[config.mk]
export PLATFORM = sky130hd
export DESIGN_NAME = ps2_host_tx_flat
export DESIGN_NICKNAME = d
export VERILOG_FILES = /design/src/rtl/ps2_host_tx_if.sv /design/src/rtl/ps2_host_tx.sv /design/src/flat_wrapper.sv
export SDC_FILE = /design/constraint.sdc
export NUM_CORES = 1
export LEC_CHECK = 0
export BUFFER_PORTS_ARGS = -buffer_cell sky130_fd_sc_hd__buf_2
export CAP_MARGIN = 30
export CORE_ASPECT_RATIO = 1.25
export CORE_MARGIN = 2
export CORE_UTILIZATION = 50
export CTS_CLUSTER_SIZE = 10
export DETAILED_ROUTE_END_ITERATION = 8
export PLACE_DENSITY = 0.76
export SLEW_MARGIN = 20
export SYNTH_ARGS = -nofsm -noshare
export SYNTH_HDL_FRONTEND = slang
export SYNTH_SLANG_ARGS = --single-unit
export TNS_END_PERCENT = 50
[constraint.sdc]
create_clock -name clk -period 2.6 [get_ports clk]
set_input_delay 0.52 -clock clk [delete_from_list [all_inputs] [get_ports clk]]
set_output_delay 0.52 -clock clk [all_outputs]
set_load 0.05 [all_outputs]
[src/rtl/ps2_host_tx_if.sv]
// Host-to-device PS/2 transmitter interface: command byte handshake,
// transfer status and the open-drain line controls.
interface ps2_host_tx_if;
  logic [7:0] tx_data;
  logic       tx_valid;
  logic       tx_ready;
  logic       busy;
  logic       done;
  logic [1:0] err;
  logic       ps2_clk_i;
  logic       ps2_data_i;
  logic       ps2_clk_oe;
  logic       ps2_data_oe;

  // Transmitter side
  modport slave (
    input  tx_data, tx_valid, ps2_clk_i, ps2_data_i,
    output tx_ready, busy, done, err, ps2_clk_oe, ps2_data_oe
  );

  // Command source / line side
  modport master (
    output tx_data, tx_valid, ps2_clk_i, ps2_data_i,
    input  tx_ready, busy, done, err, ps2_clk_oe, ps2_data_oe
  );
endinterface

[src/rtl/ps2_host_tx.sv]
// PS/2 host-to-device transmitter: request-to-send, 10-bit serialization on
// device clock falls, ACK check, return-to-idle wait and overall timeout.
//
// state       | meaning
// ------------+----------------------------------------------------------
// S_IDLE      | lines released, ready for a command byte
// S_INHIBIT   | clock pulled low for INHIBIT_CYCLES
// S_REQ       | clock and data (start bit) low for SETUP_CYCLES
// S_SEND      | clock released; data/parity/stop driven on each fall
// S_ACK       | data sampled on the next fall (0 = device ACK)
// S_WAIT_IDLE | waiting for both lines high, then done
module ps2_host_tx #(
  parameter int INHIBIT_CYCLES = 5000,
  parameter int SETUP_CYCLES   = 50,
  parameter int TIMEOUT_CYCLES = 750000
) (
  input  logic          clk,
  input  logic          reset_n,
  ps2_host_tx_if.slave  bus
);

  localparam int PH_MAX = (INHIBIT_CYCLES > SETUP_CYCLES) ? INHIBIT_CYCLES : SETUP_CYCLES;
  localparam int PH_W   = $clog2(PH_MAX + 1);
  localparam int TO_W   = $clog2(TIMEOUT_CYCLES + 1);

  typedef enum logic [2:0] {
    S_IDLE      = 3'd0,
    S_INHIBIT   = 3'd1,
    S_REQ       = 3'd2,
    S_SEND      = 3'd3,
    S_ACK       = 3'd4,
    S_WAIT_IDLE = 3'd5
  } state_t;

  state_t          r_state;
  state_t          w_state_nxt;

  logic            r_clk_s1;
  logic            r_clk_s2;
  logic            r_clk_prev;
  logic            r_data_s1;
  logic            r_data_s2;

  logic [9:0]      r_frame;
  logic [3:0]      r_idx;
  logic            r_drive_low;
  logic            r_ack_err;
  logic            r_done;
  logic [1:0]      r_err;
  logic [PH_W-1:0] r_ph_cnt;
  logic [TO_W-1:0] r_to_cnt;

  logic            w_fall;
  logic            w_accept;
  logic            w_in_xfer;
  logic            w_ph_tc;
  logic            w_to_tc;
  logic            w_lines_idle;

  assign w_fall       = r_clk_prev & ~r_clk_s2;
  assign w_accept     = bus.tx_valid & (r_state == S_IDLE);
  assign w_in_xfer    = (r_state == S_SEND) | (r_state == S_ACK) | (r_state == S_WAIT_IDLE);
  assign w_ph_tc      = (r_ph_cnt == '0);
  assign w_to_tc      = w_in_xfer & (r_to_cnt == '0);
  assign w_lines_idle = r_clk_s2 & r_data_s2;

  // Two-flop synchronizers on the raw lines plus the previous clock sample;
  // reset to the released (high) level so no false fall follows reset.
  always_ff @(posedge clk or negedge reset_n) begin
    if (!reset_n) begin
      r_clk_s1   <= 1'b1;
      r_clk_s2   <= 1'b1;
      r_clk_prev <= 1'b1;
      r_data_s1  <= 1'b1;
      r_data_s2  <= 1'b1;
    end else begin
      r_clk_s1   <= bus.ps2_clk_i;
      r_clk_s2   <= r_clk_s1;
      r_clk_prev <= r_clk_s2;
      r_data_s1  <= bus.ps2_data_i;
      r_data_s2  <= r_data_s1;
    end
  end

  // State register.
  always_ff @(posedge clk or negedge reset_n) begin
    if (!reset_n) begin
      r_state <= S_IDLE;
    end else begin
      r_state <= w_state_nxt;
    end
  end

  // Next-state decode; the timeout wins over a fall on the same cycle.
  always_comb begin
    w_state_nxt = r_state;
    case (r_state)
      S_IDLE: begin
        if (w_accept) w_state_nxt = S_INHIBIT;
      end
      S_INHIBIT: begin
        if (w_ph_tc) w_state_nxt = S_REQ;
      end
      S_REQ: begin
        if (w_ph_tc) w_state_nxt = S_SEND;
      end
      S_SEND: begin
        if (w_to_tc)                          w_state_nxt = S_IDLE;
        else if (w_fall && (r_idx == 4'd9))   w_state_nxt = S_ACK;
      end
      S_ACK: begin
        if (w_to_tc)     w_state_nxt = S_IDLE;
        else if (w_fall) w_state_nxt = S_WAIT_IDLE;
      end
      S_WAIT_IDLE: begin
        if (w_to_tc)           w_state_nxt = S_IDLE;
        else if (w_lines_idle) w_state_nxt = S_IDLE;
      end
      default: w_state_nxt = S_IDLE;
    endcase
  end

  // Frame latch, phase/timeout down-counters, bit shifting, ACK capture
  // and the done/err status registers.
  always_ff @(posedge clk or negedge reset_n) begin
    if (!reset_n) begin
      r_frame     <= '0;
      r_idx       <= '0;
      r_drive_low <= 1'b0;
      r_ack_err   <= 1'b0;
      r_done      <= 1'b0;
      r_err       <= 2'b00;
      r_ph_cnt    <= '0;
      r_to_cnt    <= '0;
    end else begin
      r_done <= 1'b0;
      if (w_to_tc) begin
        r_done      <= 1'b1;
        r_err       <= 2'b10;
        r_drive_low <= 1'b0;
      end else begin
        if (w_in_xfer) r_to_cnt <= r_to_cnt - 1'b1;
        case (r_state)
          S_IDLE: begin
            if (w_accept) begin
              r_frame   <= {1'b1, ~^bus.tx_data, bus.tx_data};
              r_ack_err <= 1'b0;
              r_ph_cnt  <= PH_W'(INHIBIT_CYCLES - 1);
            end
          end
          S_INHIBIT: begin
            if (w_ph_tc) r_ph_cnt <= PH_W'(SETUP_CYCLES - 1);
            else         r_ph_cnt <= r_ph_cnt - 1'b1;
          end
          S_REQ: begin
            if (w_ph_tc) begin
              r_idx       <= '0;
              r_to_cnt    <= TO_W'(TIMEOUT_CYCLES - 1);
              r_drive_low <= 1'b1;
            end else begin
              r_ph_cnt <= r_ph_cnt - 1'b1;
            end
          end
          S_SEND: begin
            if (w_fall) begin
              r_drive_low <= ~r_frame[r_idx];
              r_idx       <= r_idx + 4'd1;
            end
          end
          S_ACK: begin
            if (w_fall) r_ack_err <= r_data_s2;
          end
          S_WAIT_IDLE: begin
            if (w_lines_idle) begin
              r_done <= 1'b1;
              r_err  <= {1'b0, r_ack_err};
            end
          end
          default: ;
        endcase
      end
    end
  end

  // Outputs decoded from state so an asynchronous reset releases the lines
  // at once; data stays low through REQ and into SEND until the first fall.
  always_comb begin
    bus.tx_ready    = (r_state == S_IDLE);
    bus.busy        = (r_state != S_IDLE);
    bus.ps2_clk_oe  = (r_state == S_INHIBIT) | (r_state == S_REQ);
    bus.ps2_data_oe = (r_state == S_REQ) | ((r_state == S_SEND) & r_drive_low);
    bus.done        = r_done;
    bus.err         = r_err;
  end

endmodule

[src/flat_wrapper.sv]
// flat-port wrapper written by rule: the top's interface ports become plain ports
module ps2_host_tx_flat 
#(
  parameter int INHIBIT_CYCLES = 5000,
  parameter int SETUP_CYCLES   = 50,
  parameter int TIMEOUT_CYCLES = 750000
)
  (clk, reset_n, bus_tx_data, bus_tx_valid, bus_ps2_clk_i, bus_ps2_data_i, bus_tx_ready, bus_busy, bus_done, bus_err, bus_ps2_clk_oe, bus_ps2_data_oe);
  ps2_host_tx_if bus_i ();
  input  logic clk;
  input  logic reset_n;
  input wire logic [$bits(bus_i.tx_data)-1:0] bus_tx_data;
  input wire logic [$bits(bus_i.tx_valid)-1:0] bus_tx_valid;
  input wire logic [$bits(bus_i.ps2_clk_i)-1:0] bus_ps2_clk_i;
  input wire logic [$bits(bus_i.ps2_data_i)-1:0] bus_ps2_data_i;
  output wire logic [$bits(bus_i.tx_ready)-1:0] bus_tx_ready;
  output wire logic [$bits(bus_i.busy)-1:0] bus_busy;
  output wire logic [$bits(bus_i.done)-1:0] bus_done;
  output wire logic [$bits(bus_i.err)-1:0] bus_err;
  output wire logic [$bits(bus_i.ps2_clk_oe)-1:0] bus_ps2_clk_oe;
  output wire logic [$bits(bus_i.ps2_data_oe)-1:0] bus_ps2_data_oe;
  assign bus_i.tx_data = bus_tx_data;
  assign bus_i.tx_valid = bus_tx_valid;
  assign bus_i.ps2_clk_i = bus_ps2_clk_i;
  assign bus_i.ps2_data_i = bus_ps2_data_i;
  assign bus_tx_ready = bus_i.tx_ready;
  assign bus_busy = bus_i.busy;
  assign bus_done = bus_i.done;
  assign bus_err = bus_i.err;
  assign bus_ps2_clk_oe = bus_i.ps2_clk_oe;
  assign bus_ps2_data_oe = bus_i.ps2_data_oe;
  ps2_host_tx #(.INHIBIT_CYCLES(INHIBIT_CYCLES), .SETUP_CYCLES(SETUP_CYCLES), .TIMEOUT_CYCLES(TIMEOUT_CYCLES)) u_core (.clk(clk), .reset_n(reset_n), .bus(bus_i));
endmodule
==> flow_metrics.env <==
export IMPL_yosysWarnings=0
export IMPL_core_um2=6480
export IMPL_via_per_inst=5.69
export IMPL_synthXorXnorAreaFrac=0.0607
export IMPL_diodes=0
export IMPL_rows=33
export IMPL_clk_pin_slew_ps=70
export IMPL_setup_tns_ps=0
export IMPL_synth_seq_area_share=0.454
export IMPL_root_buffer="clkbuf_8"
export IMPL_syn_avg_cell_area_um2=9.62
export IMPL_grt_pass1_wl_um=12600
export IMPL_slew_headroom=0.510
export IMPL_critPathRequiredTime_ps=2080
export IMPL_cp_top_family="buffers and inverters"
export IMPL_p_total_uw=4190
export IMPL_power_density_nw_per_um2=1130
export IMPL_htree_levels=3
export IMPL_synthesis_area_um2=3320
export IMPL_synthSimpleGateAreaFrac=0.245
export IMPL_fin_crit_ps=2500
export IMPL_met3_usage=0.0473
export IMPL_outcome="completed"
export IMPL_met1_usage=0.278
export IMPL_grt_pass1_vias=2656
export IMPL_layout_setup_ws_ps=95.3
export IMPL_synth_edff_count=0
export IMPL_leakagePower_uw=0.00155
export IMPL_yosysUniqueCellTypes=58
export IMPL_clock_sinks=60
export IMPL_cts_made_buffers=9
export IMPL_drc=0
export IMPL_drt_wl_total_um=7220
export IMPL_pre_cts_slack_ps=323
export IMPL_worstSetupEndpointType="output port"
export IMPL_finalNetCount=388
export IMPL_async_flop_share=1.00
export IMPL_grt_overflow_total=0
export IMPL_avgRoutedWirePerCell_um=15.7
export IMPL_skew_ps=7.51
export IMPL_start_util=0.512
export IMPL_cp_max_fo=16
export IMPL_instances_no_fill=461
export IMPL_slowest_delay_ps=540
export IMPL_grt_usage=0.221
export IMPL_synthCells=345
export IMPL_finalHoldViolCount=0
export IMPL_fmax_ghz=0.399
export IMPL_gp_congestion=0.870
export IMPL_vias=2625
export IMPL_clkLatencyLatePin_ps=350
export IMPL_grt_max_degree=37
export IMPL_synth_ff_type="dfrtp_1"
export IMPL_drtAntennaViolNets=0
export IMPL_synth_net_count=364
export IMPL_ios=20
export IMPL_antenna_found_initial=0
export IMPL_hpwl_um=5250
export IMPL_synth_top_family_by_area="simple AND/OR/NAND/NOR gates"
export IMPL_synth_adder_area_share=0.0226
export IMPL_synth_compound_area_share=0.123
export IMPL_cap_viol_max_count=0
export IMPL_numPortBuffers=19
export IMPL_drive_gt1_frac=0.190
export IMPL_die_area_um2=7310
export IMPL_worstMarginPinSlew_ps=729
export IMPL_first_iter_violations=162
export IMPL_die_h_um=95.1
export IMPL_crit_arrival_ps=1980
export IMPL_slew_viol_final=0
export IMPL_hp_class="input port to asynchronous set/reset pin"
export IMPL_dp_cells=445
export IMPL_crit_type="register to output port"
export IMPL_rsz0062_at_grt="no"
export IMPL_cts_hold_buf=0
export IMPL_post_cts_buffers=0
export IMPL_critical_path_slowest_cell="dfrtp_2"
export IMPL_peakVddDrop_mv=0.829
export IMPL_setup_viol=0
export IMPL_grtUsageMet2=0.367
export IMPL_clock_path_buffers=2
export IMPL_cts_tree="yes"
export IMPL_critPathBufInv=2
export IMPL_die_w_um=76.9
export IMPL_muxShareOfSynthArea=0.0663
export IMPL_ys_ff_latch=60
export IMPL_post_route_period_util=0.963
export IMPL_crit_path_start_kind="register"
export IMPL_syn2layout_area_growth_pct=11.6
export IMPL_cp_cell_sequence="xor2_1 -> nand2_1 -> inv_1 -> buf_2"
export IMPL_globalRoute_busiestLayer="met2"
export IMPL_dr_pass1_iters=4
cell families after synthesis:
kind of cell,after synthesis
AOI/OAI and AO/OA,62
and+or+nand+nor,155
DFF,60
buffers and inverters,21
xor gates and xnor gates,23
adders and majority gates,6
muxes,18
worst register-to-register path: stages, from the launching register on:
cell and delay, ps:
dfrtp_1 380, inv_1 120, ha_1 160, nor3b_1 300, and4_1 420, and3_1 300
o21ai_1 130, mux2_2 300
per-stage QoR:
step	util	cell area [um2]	hold slack (ps)
2_1_floorplan	-	3320	224
3_3_place_gp	0.544	3520	346
3_5_place_dp	0.544	3520	347
4_1_cts	0.571	3700	184
5_1_grt	0.571	3700	218
6_report	0.571	3700	170
cells in the mapped netlist, drive strengths merged (2+ instances only):
master	instances	area [um2]
or2	2	12.5
or4	3	26.3
nand2	39	146
nor4b	2	23.8
or3	5	36.3
mux2i	4	40.0
ha	6	75.1
dfstp	5	131
nand4	6	37.5
nor4	12	87.6
nand3	9	45.0
o211ai	2	15.0
nor3	20	100
xor2	5	43.8
nand2b	3	18.8
dfrtp	55	1380
nor3b	3	22.5
buf	6	36.3
and3	4	25.0
clkbuf	5	18.8
inv	10	37.5
xnor2	18	158
nor2	33	124
o21ai	29	149
a211oi	6	45.0
o31ai	2	15.0
mux2	12	135
mux4	2	45.0
and4	3	26.3
and2	5	31.3
a21oi	9	45.0
cells in the final DEF (no fill, tap or decap), types with 2 or more instances in the layout:
master      synthesis  final
nand2_1            39     39
o31ai_1             2      2
nor3b_1             3      3
mux4_2              2      2
nand2b_1            3      3
xnor2_1            18     18
and2_1              5      5
or4_1               2      2
and4_1              3      3
buf_2               5     19
mux2_2             12     12
nand4_1             6      6
a211oi_1            6      6
nor2_1             33     33
o21ai_1             2      2
ha_1                6      6
dfrtp_2             0      2
inv_1              10     10
or2_2               2      2
mux2i_1             4      4
clkbuf_8            0     10
nor3_1             20     19
dfstp_2             5      5
o211ai_1            2      2
and3_1              4      4
nor4_2              2      2
nand3_1             9      9
xor2_1              5      5
clkinvlp_4          0      3
a21oi_1             9      9
nor4_1             10     10
dfrtp_1            55     53
buf_4               0      4
or3_1               4      4
o21ai_0            26     26
final cells by class:
| class | instances | area (um2) |
|---|---|---|
| multi-input combinational | 264 | 1720 |
| timing repair buffer | 24 | 145 |
| clock buffer | 11 | 141 |
| tap | 87 | 109 |
| fill | 599 | 2780 |
| sequential | 60 | 1510 |
| inverter | 10 | 37.5 |
| clock inverter | 5 | 36.3 |
metal layers:
metal	up-vias	part of all wire	wire length [um]
li1	1307	-	-
met1	1253	0.44	3180
met2	46	0.50	3640
met3	19	0.029	208
met4	0	0.027	196
met5	-	0	0
sequential cells by signal, summed over array words and instances (netlist names), 2 cells and up:
register and flops:
u_core.r_idx 4, u_core.r_to_cnt 20, u_core.bus.err 2, u_core.r_frame 10, u_core.r_state 3, u_core.r_ph_cnt 13
where the power goes:
group / internal, uW / leakage, uW / switching (uW)
registers: 1240 / 0.000730 / 375
clock network: 373 / 0.0000820 / 391
logic: 741 / 0.000743 / 1070
total: 2350 / 0.00155 / 1830
final timing paths:
| check | start | endpoint | slack, ps | cells after the start |
|---|---|---|---|---|
| setup / recovery | u_core.r_state[0]$_DFFE_PN0P_ | bus_ps2_clk_oe | 100 | 4 |
| hold / removal | reset_n | u_core.r_to_cnt[5]$_DFFE_PN0N_ | 170 | 1 |
| setup reg to reg | u_core.r_to_cnt[0]$_DFFE_PN0N_ | u_core.r_state[0]$_DFFE_PN0P_ | 370 | 7 |
| hold reg to reg | u_core.r_data_s1$_DFF_PN1_ | u_core.r_data_s2$_DFF_PN1_ | 360 | 0 |
| max in group asynchronous | reset_n | u_core.r_data_s1$_DFF_PN1_ | 1770 | 2 |
| min in group clk | bus_ps2_clk_i | u_core.r_clk_s1$_DFF_PN1_ | 270 | 1 |
repair_timing:
item                                    in CTS  in global routing
hold endpoints to repair                     0                  0
resized for setup                            2                  0
endpoints found under the setup margin       1                  0
No activity file was read; power rests on OpenSTA's default activity.
